[src/rtl/spi_link_pkg.sv]
// Shared constants for the round-robin serial link scheduler: FSM encodings,
// frame bit values, response error codes and a width helper.
package spi_link_pkg;

   localparam int unsigned ST_W = 3;

   localparam logic [ST_W-1:0] S_IDLE      = 3'd0;
   localparam logic [ST_W-1:0] S_START     = 3'd1;
   localparam logic [ST_W-1:0] S_TX_DATA   = 3'd2;
   localparam logic [ST_W-1:0] S_TX_STOP   = 3'd3;
   localparam logic [ST_W-1:0] S_RESP_WAIT = 3'd4;
   localparam logic [ST_W-1:0] S_RESP_DATA = 3'd5;
   localparam logic [ST_W-1:0] S_RESP_STOP = 3'd6;
   localparam logic [ST_W-1:0] S_GAP       = 3'd7;

   localparam logic START_BIT = 1'b0;
   localparam logic STOP_BIT  = 1'b1;

   localparam logic [1:0] ERR_OK      = 2'b00;
   localparam logic [1:0] ERR_TIMEOUT = 2'b01;
   localparam logic [1:0] ERR_FRAME   = 2'b10;

   // Index width that stays legal for a single requester.
   function automatic int unsigned idx_w(input int unsigned n);
      return (n > 1) ? $clog2(n) : 1;
   endfunction

endpackage

[src/rtl/spi_link_sched_if.sv]
// Requester-side bus and serial pins of the link scheduler.
interface spi_link_sched_if #(
   parameter int unsigned NREQ = 2
) ();
   import spi_link_pkg::*;

   localparam int unsigned IDW = idx_w(NREQ);

   logic [NREQ-1:0]   req_valid;
   logic [NREQ*8-1:0] req_data;
   logic [NREQ-1:0]   grant;
   logic              resp_valid;
   logic [IDW-1:0]    resp_id;
   logic [7:0]        resp_data;
   logic [1:0]        resp_err;
   logic              busy;
   logic              spi_cs_n;
   logic              spi_mosi;
   logic              spi_miso;

   modport master (
      output req_valid, req_data, spi_miso,
      input  grant, resp_valid, resp_id, resp_data, resp_err, busy, spi_cs_n, spi_mosi
   );

   modport slave (
      input  req_valid, req_data, spi_miso,
      output grant, resp_valid, resp_id, resp_data, resp_err, busy, spi_cs_n, spi_mosi
   );

endinterface

[src/rtl/rr_arbiter.sv]
// Combinational round-robin pick: first set request after i_ptr, wrapping.
module rr_arbiter #(
   parameter int unsigned NREQ = 2,
   parameter int unsigned IDW  = 1
) (
   input  logic [NREQ-1:0] i_req,
   input  logic [IDW-1:0]  i_ptr,
   output logic [NREQ-1:0] o_grant_c,
   output logic [IDW-1:0]  o_idx_c,
   output logic            o_any_c
);

   logic [IDW-1:0] w_j;

   always_comb begin
      o_grant_c = '0;
      o_idx_c   = '0;
      o_any_c   = 1'b0;
      w_j       = '0;
      for (int unsigned k = 1; k <= NREQ; k++) begin
         w_j = IDW'((32'(i_ptr) + k) % NREQ);
         if (!o_any_c && i_req[w_j]) begin
            o_any_c        = 1'b1;
            o_idx_c        = w_j;
            o_grant_c[w_j] = 1'b1;
         end
      end
   end

endmodule

[src/rtl/spi_link_sched.sv]
// Shares one serial MOSI/MISO link among NREQ requesters: sends the granted
// byte as a start/8-data/stop frame, then returns the peer's response frame.
module spi_link_sched
   import spi_link_pkg::*;
#(
   parameter int unsigned NREQ       = 2,
   parameter int unsigned TIMEOUT    = 32,
   parameter int unsigned GAP_CYCLES = 2
) (
   input  logic          spi_clk,
   input  logic          rst_n,
   spi_link_sched_if.slave bus
);

   localparam int unsigned IDW = idx_w(NREQ);
   localparam int unsigned TCW = $clog2(TIMEOUT + 1);
   localparam int unsigned GCW = $clog2(GAP_CYCLES + 1);

   logic [ST_W-1:0] r_state,      w_state_nxt;
   logic [IDW-1:0]  r_ptr,        w_ptr_nxt;
   logic [7:0]      r_tx,         w_tx_nxt;
   logic [IDW-1:0]  r_id,         w_id_nxt;
   logic [2:0]      r_bit_cnt,    w_bit_cnt_nxt;
   logic [TCW-1:0]  r_tmo_cnt,    w_tmo_cnt_nxt;
   logic [GCW-1:0]  r_gap_cnt,    w_gap_cnt_nxt;
   logic [7:0]      r_rx,         w_rx_nxt;
   logic [NREQ-1:0] r_grant,      w_grant_nxt;
   logic            r_resp_valid, w_resp_valid_nxt;
   logic [IDW-1:0]  r_resp_id,    w_resp_id_nxt;
   logic [7:0]      r_resp_data,  w_resp_data_nxt;
   logic [1:0]      r_resp_err,   w_resp_err_nxt;
   logic            r_busy,       w_busy_nxt;
   logic            r_cs_n,       w_cs_n_nxt;
   logic            r_mosi,       w_mosi_nxt;

   logic [NREQ-1:0] w_win_oh;
   logic [IDW-1:0]  w_win_idx;
   logic            w_win_any;
   logic [7:0]      w_sel_byte;
   logic            w_finish;
   logic [7:0]      w_fin_data;
   logic [1:0]      w_fin_err;

   rr_arbiter #(.NREQ(NREQ), .IDW(IDW)) u_arb (
      .i_req     (bus.req_valid),
      .i_ptr     (r_ptr),
      .o_grant_c (w_win_oh),
      .o_idx_c   (w_win_idx),
      .o_any_c   (w_win_any)
   );

   assign w_sel_byte = bus.req_data[{w_win_idx, 3'b000} +: 8];

   // Next-state and next-output logic.
   always_comb begin
      w_state_nxt      = r_state;
      w_ptr_nxt        = r_ptr;
      w_tx_nxt         = r_tx;
      w_id_nxt         = r_id;
      w_bit_cnt_nxt    = r_bit_cnt;
      w_tmo_cnt_nxt    = r_tmo_cnt;
      w_gap_cnt_nxt    = r_gap_cnt;
      w_rx_nxt         = r_rx;
      w_grant_nxt      = '0;
      w_resp_valid_nxt = 1'b0;
      w_resp_id_nxt    = r_resp_id;
      w_resp_data_nxt  = r_resp_data;
      w_resp_err_nxt   = r_resp_err;
      w_busy_nxt       = r_busy;
      w_cs_n_nxt       = r_cs_n;
      w_mosi_nxt       = r_mosi;
      w_finish         = 1'b0;
      w_fin_data       = 8'h00;
      w_fin_err        = ERR_OK;

      case (r_state)
         S_IDLE: begin
            if (w_win_any) begin
               w_ptr_nxt   = w_win_idx;
               w_tx_nxt    = w_sel_byte;
               w_id_nxt    = w_win_idx;
               w_grant_nxt = w_win_oh;
               w_state_nxt = S_START;
               w_cs_n_nxt  = 1'b0;
               w_mosi_nxt  = START_BIT;
               w_busy_nxt  = 1'b1;
            end
         end
         S_START: begin
            w_mosi_nxt    = r_tx[7];
            w_bit_cnt_nxt = 3'd1;
            w_state_nxt   = S_TX_DATA;
         end
         S_TX_DATA: begin
            w_mosi_nxt = r_tx[3'd7 - r_bit_cnt];
            if (r_bit_cnt == 3'd7) begin
               w_bit_cnt_nxt = 3'd0;
               w_state_nxt   = S_TX_STOP;
            end else begin
               w_bit_cnt_nxt = r_bit_cnt + 3'd1;
            end
         end
         // Stop bit occupies two edges: drive it, then hand over to the receiver.
         S_TX_STOP: begin
            w_mosi_nxt = STOP_BIT;
            if (r_bit_cnt == 3'd1) begin
               w_tmo_cnt_nxt = '0;
               w_state_nxt   = S_RESP_WAIT;
            end else begin
               w_bit_cnt_nxt = 3'd1;
            end
         end
         S_RESP_WAIT: begin
            if (bus.spi_miso == START_BIT) begin
               w_bit_cnt_nxt = 3'd0;
               w_state_nxt   = S_RESP_DATA;
            end else if (r_tmo_cnt == TCW'(TIMEOUT - 1)) begin
               w_finish  = 1'b1;
               w_fin_err = ERR_TIMEOUT;
            end else begin
               w_tmo_cnt_nxt = r_tmo_cnt + TCW'(1);
            end
         end
         S_RESP_DATA: begin
            w_rx_nxt = {r_rx[6:0], bus.spi_miso};
            if (r_bit_cnt == 3'd7) begin
               w_state_nxt = S_RESP_STOP;
            end else begin
               w_bit_cnt_nxt = r_bit_cnt + 3'd1;
            end
         end
         S_RESP_STOP: begin
            w_finish   = 1'b1;
            w_fin_data = r_rx;
            w_fin_err  = (bus.spi_miso == STOP_BIT) ? ERR_OK : ERR_FRAME;
         end
         S_GAP: begin
            if (r_gap_cnt == GCW'(GAP_CYCLES - 1)) begin
               w_state_nxt = S_IDLE;
               w_busy_nxt  = 1'b0;
            end else begin
               w_gap_cnt_nxt = r_gap_cnt + GCW'(1);
            end
         end
         default: w_state_nxt = S_IDLE;
      endcase

      if (w_finish) begin
         w_resp_valid_nxt = 1'b1;
         w_resp_id_nxt    = r_id;
         w_resp_data_nxt  = w_fin_data;
         w_resp_err_nxt   = w_fin_err;
         w_cs_n_nxt       = 1'b1;
         w_gap_cnt_nxt    = '0;
         w_state_nxt      = S_GAP;
      end
   end

   // State and output registers, synchronous active-low reset.
   always_ff @(posedge spi_clk) begin
      if (!rst_n) begin
         r_state      <= S_IDLE;
         r_ptr        <= IDW'(NREQ - 1);
         r_tx         <= '0;
         r_id         <= '0;
         r_bit_cnt    <= '0;
         r_tmo_cnt    <= '0;
         r_gap_cnt    <= '0;
         r_rx         <= '0;
         r_grant      <= '0;
         r_resp_valid <= 1'b0;
         r_resp_id    <= '0;
         r_resp_data  <= '0;
         r_resp_err   <= ERR_OK;
         r_busy       <= 1'b0;
         r_cs_n       <= 1'b1;
         r_mosi       <= 1'b1;
      end else begin
         r_state      <= w_state_nxt;
         r_ptr        <= w_ptr_nxt;
         r_tx         <= w_tx_nxt;
         r_id         <= w_id_nxt;
         r_bit_cnt    <= w_bit_cnt_nxt;
         r_tmo_cnt    <= w_tmo_cnt_nxt;
         r_gap_cnt    <= w_gap_cnt_nxt;
         r_rx         <= w_rx_nxt;
         r_grant      <= w_grant_nxt;
         r_resp_valid <= w_resp_valid_nxt;
         r_resp_id    <= w_resp_id_nxt;
         r_resp_data  <= w_resp_data_nxt;
         r_resp_err   <= w_resp_err_nxt;
         r_busy       <= w_busy_nxt;
         r_cs_n       <= w_cs_n_nxt;
         r_mosi       <= w_mosi_nxt;
      end
   end

   assign bus.grant      = r_grant;
   assign bus.resp_valid = r_resp_valid;
   assign bus.resp_id    = r_resp_id;
   assign bus.resp_data  = r_resp_data;
   assign bus.resp_err   = r_resp_err;
   assign bus.busy       = r_busy;
   assign bus.spi_cs_n   = r_cs_n;
   assign bus.spi_mosi   = r_mosi;

endmodule

[src/flat_wrapper.sv]
// flat-port wrapper written by rule: the top's interface ports become plain ports
module spi_link_sched_flat import spi_link_pkg::*;
#(
   parameter int unsigned NREQ       = 2,
   parameter int unsigned TIMEOUT    = 32,
   parameter int unsigned GAP_CYCLES = 2
)
  (spi_clk, rst_n, bus_req_valid, bus_req_data, bus_spi_miso, bus_grant, bus_resp_valid, bus_resp_id, bus_resp_data, bus_resp_err, bus_busy, bus_spi_cs_n, bus_spi_mosi);
  spi_link_sched_if #(.NREQ(NREQ)) bus_i ();
  input  logic spi_clk;
  input  logic rst_n;
  input wire logic [$bits(bus_i.req_valid)-1:0] bus_req_valid;
  input wire logic [$bits(bus_i.req_data)-1:0] bus_req_data;
  input wire logic [$bits(bus_i.spi_miso)-1:0] bus_spi_miso;
  output wire logic [$bits(bus_i.grant)-1:0] bus_grant;
  output wire logic [$bits(bus_i.resp_valid)-1:0] bus_resp_valid;
  output wire logic [$bits(bus_i.resp_id)-1:0] bus_resp_id;
  output wire logic [$bits(bus_i.resp_data)-1:0] bus_resp_data;
  output wire logic [$bits(bus_i.resp_err)-1:0] bus_resp_err;
  output wire logic [$bits(bus_i.busy)-1:0] bus_busy;
  output wire logic [$bits(bus_i.spi_cs_n)-1:0] bus_spi_cs_n;
  output wire logic [$bits(bus_i.spi_mosi)-1:0] bus_spi_mosi;
  assign bus_i.req_valid = bus_req_valid;
  assign bus_i.req_data = bus_req_data;
  assign bus_i.spi_miso = bus_spi_miso;
  assign bus_grant = bus_i.grant;
  assign bus_resp_valid = bus_i.resp_valid;
  assign bus_resp_id = bus_i.resp_id;
  assign bus_resp_data = bus_i.resp_data;
  assign bus_resp_err = bus_i.resp_err;
  assign bus_busy = bus_i.busy;
  assign bus_spi_cs_n = bus_i.spi_cs_n;
  assign bus_spi_mosi = bus_i.spi_mosi;
  spi_link_sched #(.NREQ(NREQ), .TIMEOUT(TIMEOUT), .GAP_CYCLES(GAP_CYCLES)) u_core (.spi_clk(spi_clk), .rst_n(rst_n), .bus(bus_i));
endmodule
[config.mk]
export PLATFORM = sky130hd
export DESIGN_NAME = spi_link_sched_flat
export DESIGN_NICKNAME = d
export VERILOG_FILES = /design/src/rtl/spi_link_pkg.sv /design/src/rtl/spi_link_sched_if.sv /design/src/rtl/rr_arbiter.sv /design/src/rtl/spi_link_sched.sv /design/src/flat_wrapper.sv
export SDC_FILE = /design/constraint.sdc
export NUM_CORES = 1
export LEC_CHECK = 0
export CORE_MARGIN = 2
export CORE_UTILIZATION = 56
export DETAILED_ROUTE_END_ITERATION = 16
export HOLD_SLACK_MARGIN = 0.08
export PLACE_DENSITY = 0.92
export SYNTH_ARGS = -nofsm -noshare
export SYNTH_HDL_FRONTEND = slang
export SYNTH_SLANG_ARGS = --single-unit
[constraint.sdc]
create_clock -name spi_clk -period 4.3 [get_ports spi_clk]
set_clock_uncertainty 0.1 [all_clocks]
set_input_delay 0.86 -clock spi_clk [delete_from_list [all_inputs] [get_ports spi_clk]]
set_output_delay 0.86 -clock spi_clk [all_outputs]
set_load 0.05 [all_outputs]
==> reports/qor.txt <==
Max cap viols - 0
Top FF cell, synth - dfxtp_1
Initial antenna violation count - 0
Asr flop ratio synth - 0%
Syn Nets - 263
Power Density - 414.0 nW/um2
Global Route Usage Sum - 22.63%
Largest net degree at the start of global routing - 28
Dpl hpwl - 3116 um
Crit-path cells - clkdlybuf4s50_1 > inv_2 > nor2_1 > a22o_1
Diodes inserted - 0
Clk buf depth - 2
Crit start category - primary input
DIE HEIGHT - 66.55 um
CTS resizes - 0
CP Capture Type - flip-flop
Post-DRT Antenna Nets - 0
Final setup violation count - 0
Most common cell after layout, fill and taps aside - dfxtp_1
Crit path buf inv count - 2
Nets - 294
Vias in the first global route - 1671
Worst vdd ir - 0.2697 mV
Static Leak - 0.9854 nW
TritonCTS clock tree - built
Initial Util - 58.96%
Fmax - 374.4 MHz
Worst skew pair latency - 0.31 ns
PortBufs - 37
Crit Path Class - primary input to flip-flop
Die Area - 4428 um2
Setup tns final - 0 ns
Post-CTS setup buffer count - 0
Final period utilization - 62.12%
Routed length per instance - 14.03 um
Filler Cells Inserted - 289
Area growth syn-to-layout - 21.93%
Share of cells above drive strength 1 - 6.320%
Netlist cell types - 51
RD Place Congestion - 0.8511
CP max stage cell - clkdlybuf4s50_1
CTS clk-pin slew, worst paths - 0.10 ns
Core Box Area - 3716 um2
Cell area after layout - 2671 um2
Clock root buffer master - clkbuf_8
Sequential share of the synthesized area - 44.77%
FP Rows - 22
First-pass GRT wire length - 7555 um
CP top delay family - buffers and inverters
Syn_area_per_cell - 9.244 um2
Number of detailed-route iterations in the first pass - 4
Synthesis Warnings - 0
# clock sinks - 49
Minimum clock period - 2.671 ns
Status - finished, final reports clean
EDFF count, synth - 0
Grt total ovfl - 0
Hold Buf Count CTS - 0
Data arrival, critical path - 2.83 ns
Cell count after synthesis - 237
Hold slack - 0.3617 ns
Residual DRC - 0
Synth Register Bits - 49
CTS buffer count - 5
Max FO, Critical Path - 27
Vias per cell - 5.785
Most frequent cells in the layout - 49 x dfxtp_1, 37 x clkdlybuf4s50_1, 30 x nand2_1
Worst-margin pin slew - 1.035 ns
DIE WIDTH - 66.55 um
DRT iter0 DRCs - 105
Via Count - 1834
Fin. max-slew vios - 0
HP Class - flip-flop to flip-flop
I/O pin cnt - 38
Htree depth - 2
Biggest cell delay along the critical path - 0.85 ns
Mapped cell area - 2191 um2
Max-slew headroom - 31.03%
RSZ-0062 raised after global routing - false
Routed WL - 4446 um
Req. time, crit path - 4.46 ns
Placed cell area - 2556 um2
Fin. Hold Viols - 0
worst reg2reg max path, cell delays in order, from the launching register on:
cell and delay (ns):
dfxtp_1 0.71, nor3b_2 0.37, a2bb2oi_2 0.21, or4_1 0.53
a21oi_1 0.15
path summary, 6_finish.rpt:
kind	startpoint	end	slack, ns	cells after the start
max	rst_n	u_core.bus.resp_data[0]$_SDFFE_PN0P_	1.63	4
min reg2reg	u_core.bus.spi_cs_n$_SDFFE_PP1P_	u_core.bus.spi_cs_n$_SDFFE_PP1P_	0.36	2
max reg2reg	u_core.r_state[2]$_SDFFE_PN0P_	u_core.r_tmo_cnt[5]$_SDFFE_PN0P_	2.16	4
min	u_core.bus.spi_cs_n$_SDFFE_PP1P_	u_core.bus.spi_cs_n$_SDFFE_PP1P_	0.36	2
power by group:
part | total, mW | internal [mW] | switching, mW
clock network | 0.333 | 0.174 | 0.159
registers | 0.539 | 0.492 | 0.0465
logic | 0.234 | 0.106 | 0.128
stage by stage:
| stage | std cells | utilization (%) | power [mW] | setup slack [ns] |
|---|---|---|---|---|
| floorplan | 237 | - | 0.7214 | 2.361 |
| CTS | 317 | 71.89 | 1.111 | 1.615 |
| finish | 317 | 71.89 | 1.106 | 1.629 |
| global placement | 309 | 68.79 | 0.7720 | 1.407 |
| detailed placement | 309 | 68.79 | 0.7795 | 1.284 |
| global route | 317 | 71.89 | 1.157 | 1.409 |
metal layers:
layer | GRT usage [%] | vias to the layer above | routed length [um]
li1 | - | 929 | -
met1 | 28.36 | 841 | 1990
met2 | 36.88 | 58 | 2176
met3 | 6.250 | 6 | 213
met4 | 8.673 | 0 | 66
met5 | 0 | - | 0
Yosys cell counts, types with 4 or more instances:
library cell,n,area [um2]
nand2_1,30,112.6
a22o_1,9,78.83
nand3_1,5,25.02
a21oi_1,20,100.1
nor3_1,4,20.02
ha_1,5,62.56
inv_1,8,30.03
a211oi_1,9,67.56
clkbuf_1,4,15.01
dfxtp_1,49,980.9
mux2i_1,13,130.1
nor2_1,17,63.81
o21ai_0,10,50.05
buf_2,7,35.03
cell families (layout without fill, tap and decap cells):
| group | count (synthesis) | count (layout) | synth area share (%) |
|---|---|---|---|
| multiplexers | 16 | 16 | 8.509 |
| buffers and inverters | 22 | 54 | 4.511 |
| AO/OA/AOI/OAI | 67 | 67 | 21.02 |
| adder cells (fa/ha/maj) | 5 | 5 | 2.856 |
| AND/OR/NAND/NOR | 77 | 77 | 17.93 |
| XOR/XNOR | 1 | 1 | 0.3998 |
| flip-flops | 49 | 49 | 44.77 |
layout make-up:
| cell class | instances | area, um2 | share of cell area, % |
|---|---|---|---|
| multi-input combinational | 166 | 1111 | 41.59 |
| timing repair buffer | 37 | 370.4 | 13.86 |
| inverter | 9 | 33.78 | 1.265 |
| clock inverter | 3 | 46.29 | 1.733 |
| clock buffer | 5 | 68.82 | 2.576 |
| sequential | 49 | 980.9 | 36.72 |
| tap | 48 | 60.06 | 2.248 |
registers in the layout, summed over array words and instances, names as in the netlist:
signal and count:
u_core.r_id 1, u_core.r_bit_cnt 3, u_core.r_rx 8, u_core.r_ptr 1, u_core.bus.resp_id 1, u_core.r_gap_cnt 2
u_core.bus.resp_valid 1, u_core.bus.spi_cs_n 1, u_core.r_tx 8, u_core.r_tmo_cnt 6, u_core.bus.resp_data 8, u_core.bus.grant 2
u_core.bus.spi_mosi 1, u_core.r_state 3, u_core.bus.busy 1, u_core.bus.resp_err 2
No activity file was read; power rests on OpenSTA's default activity.
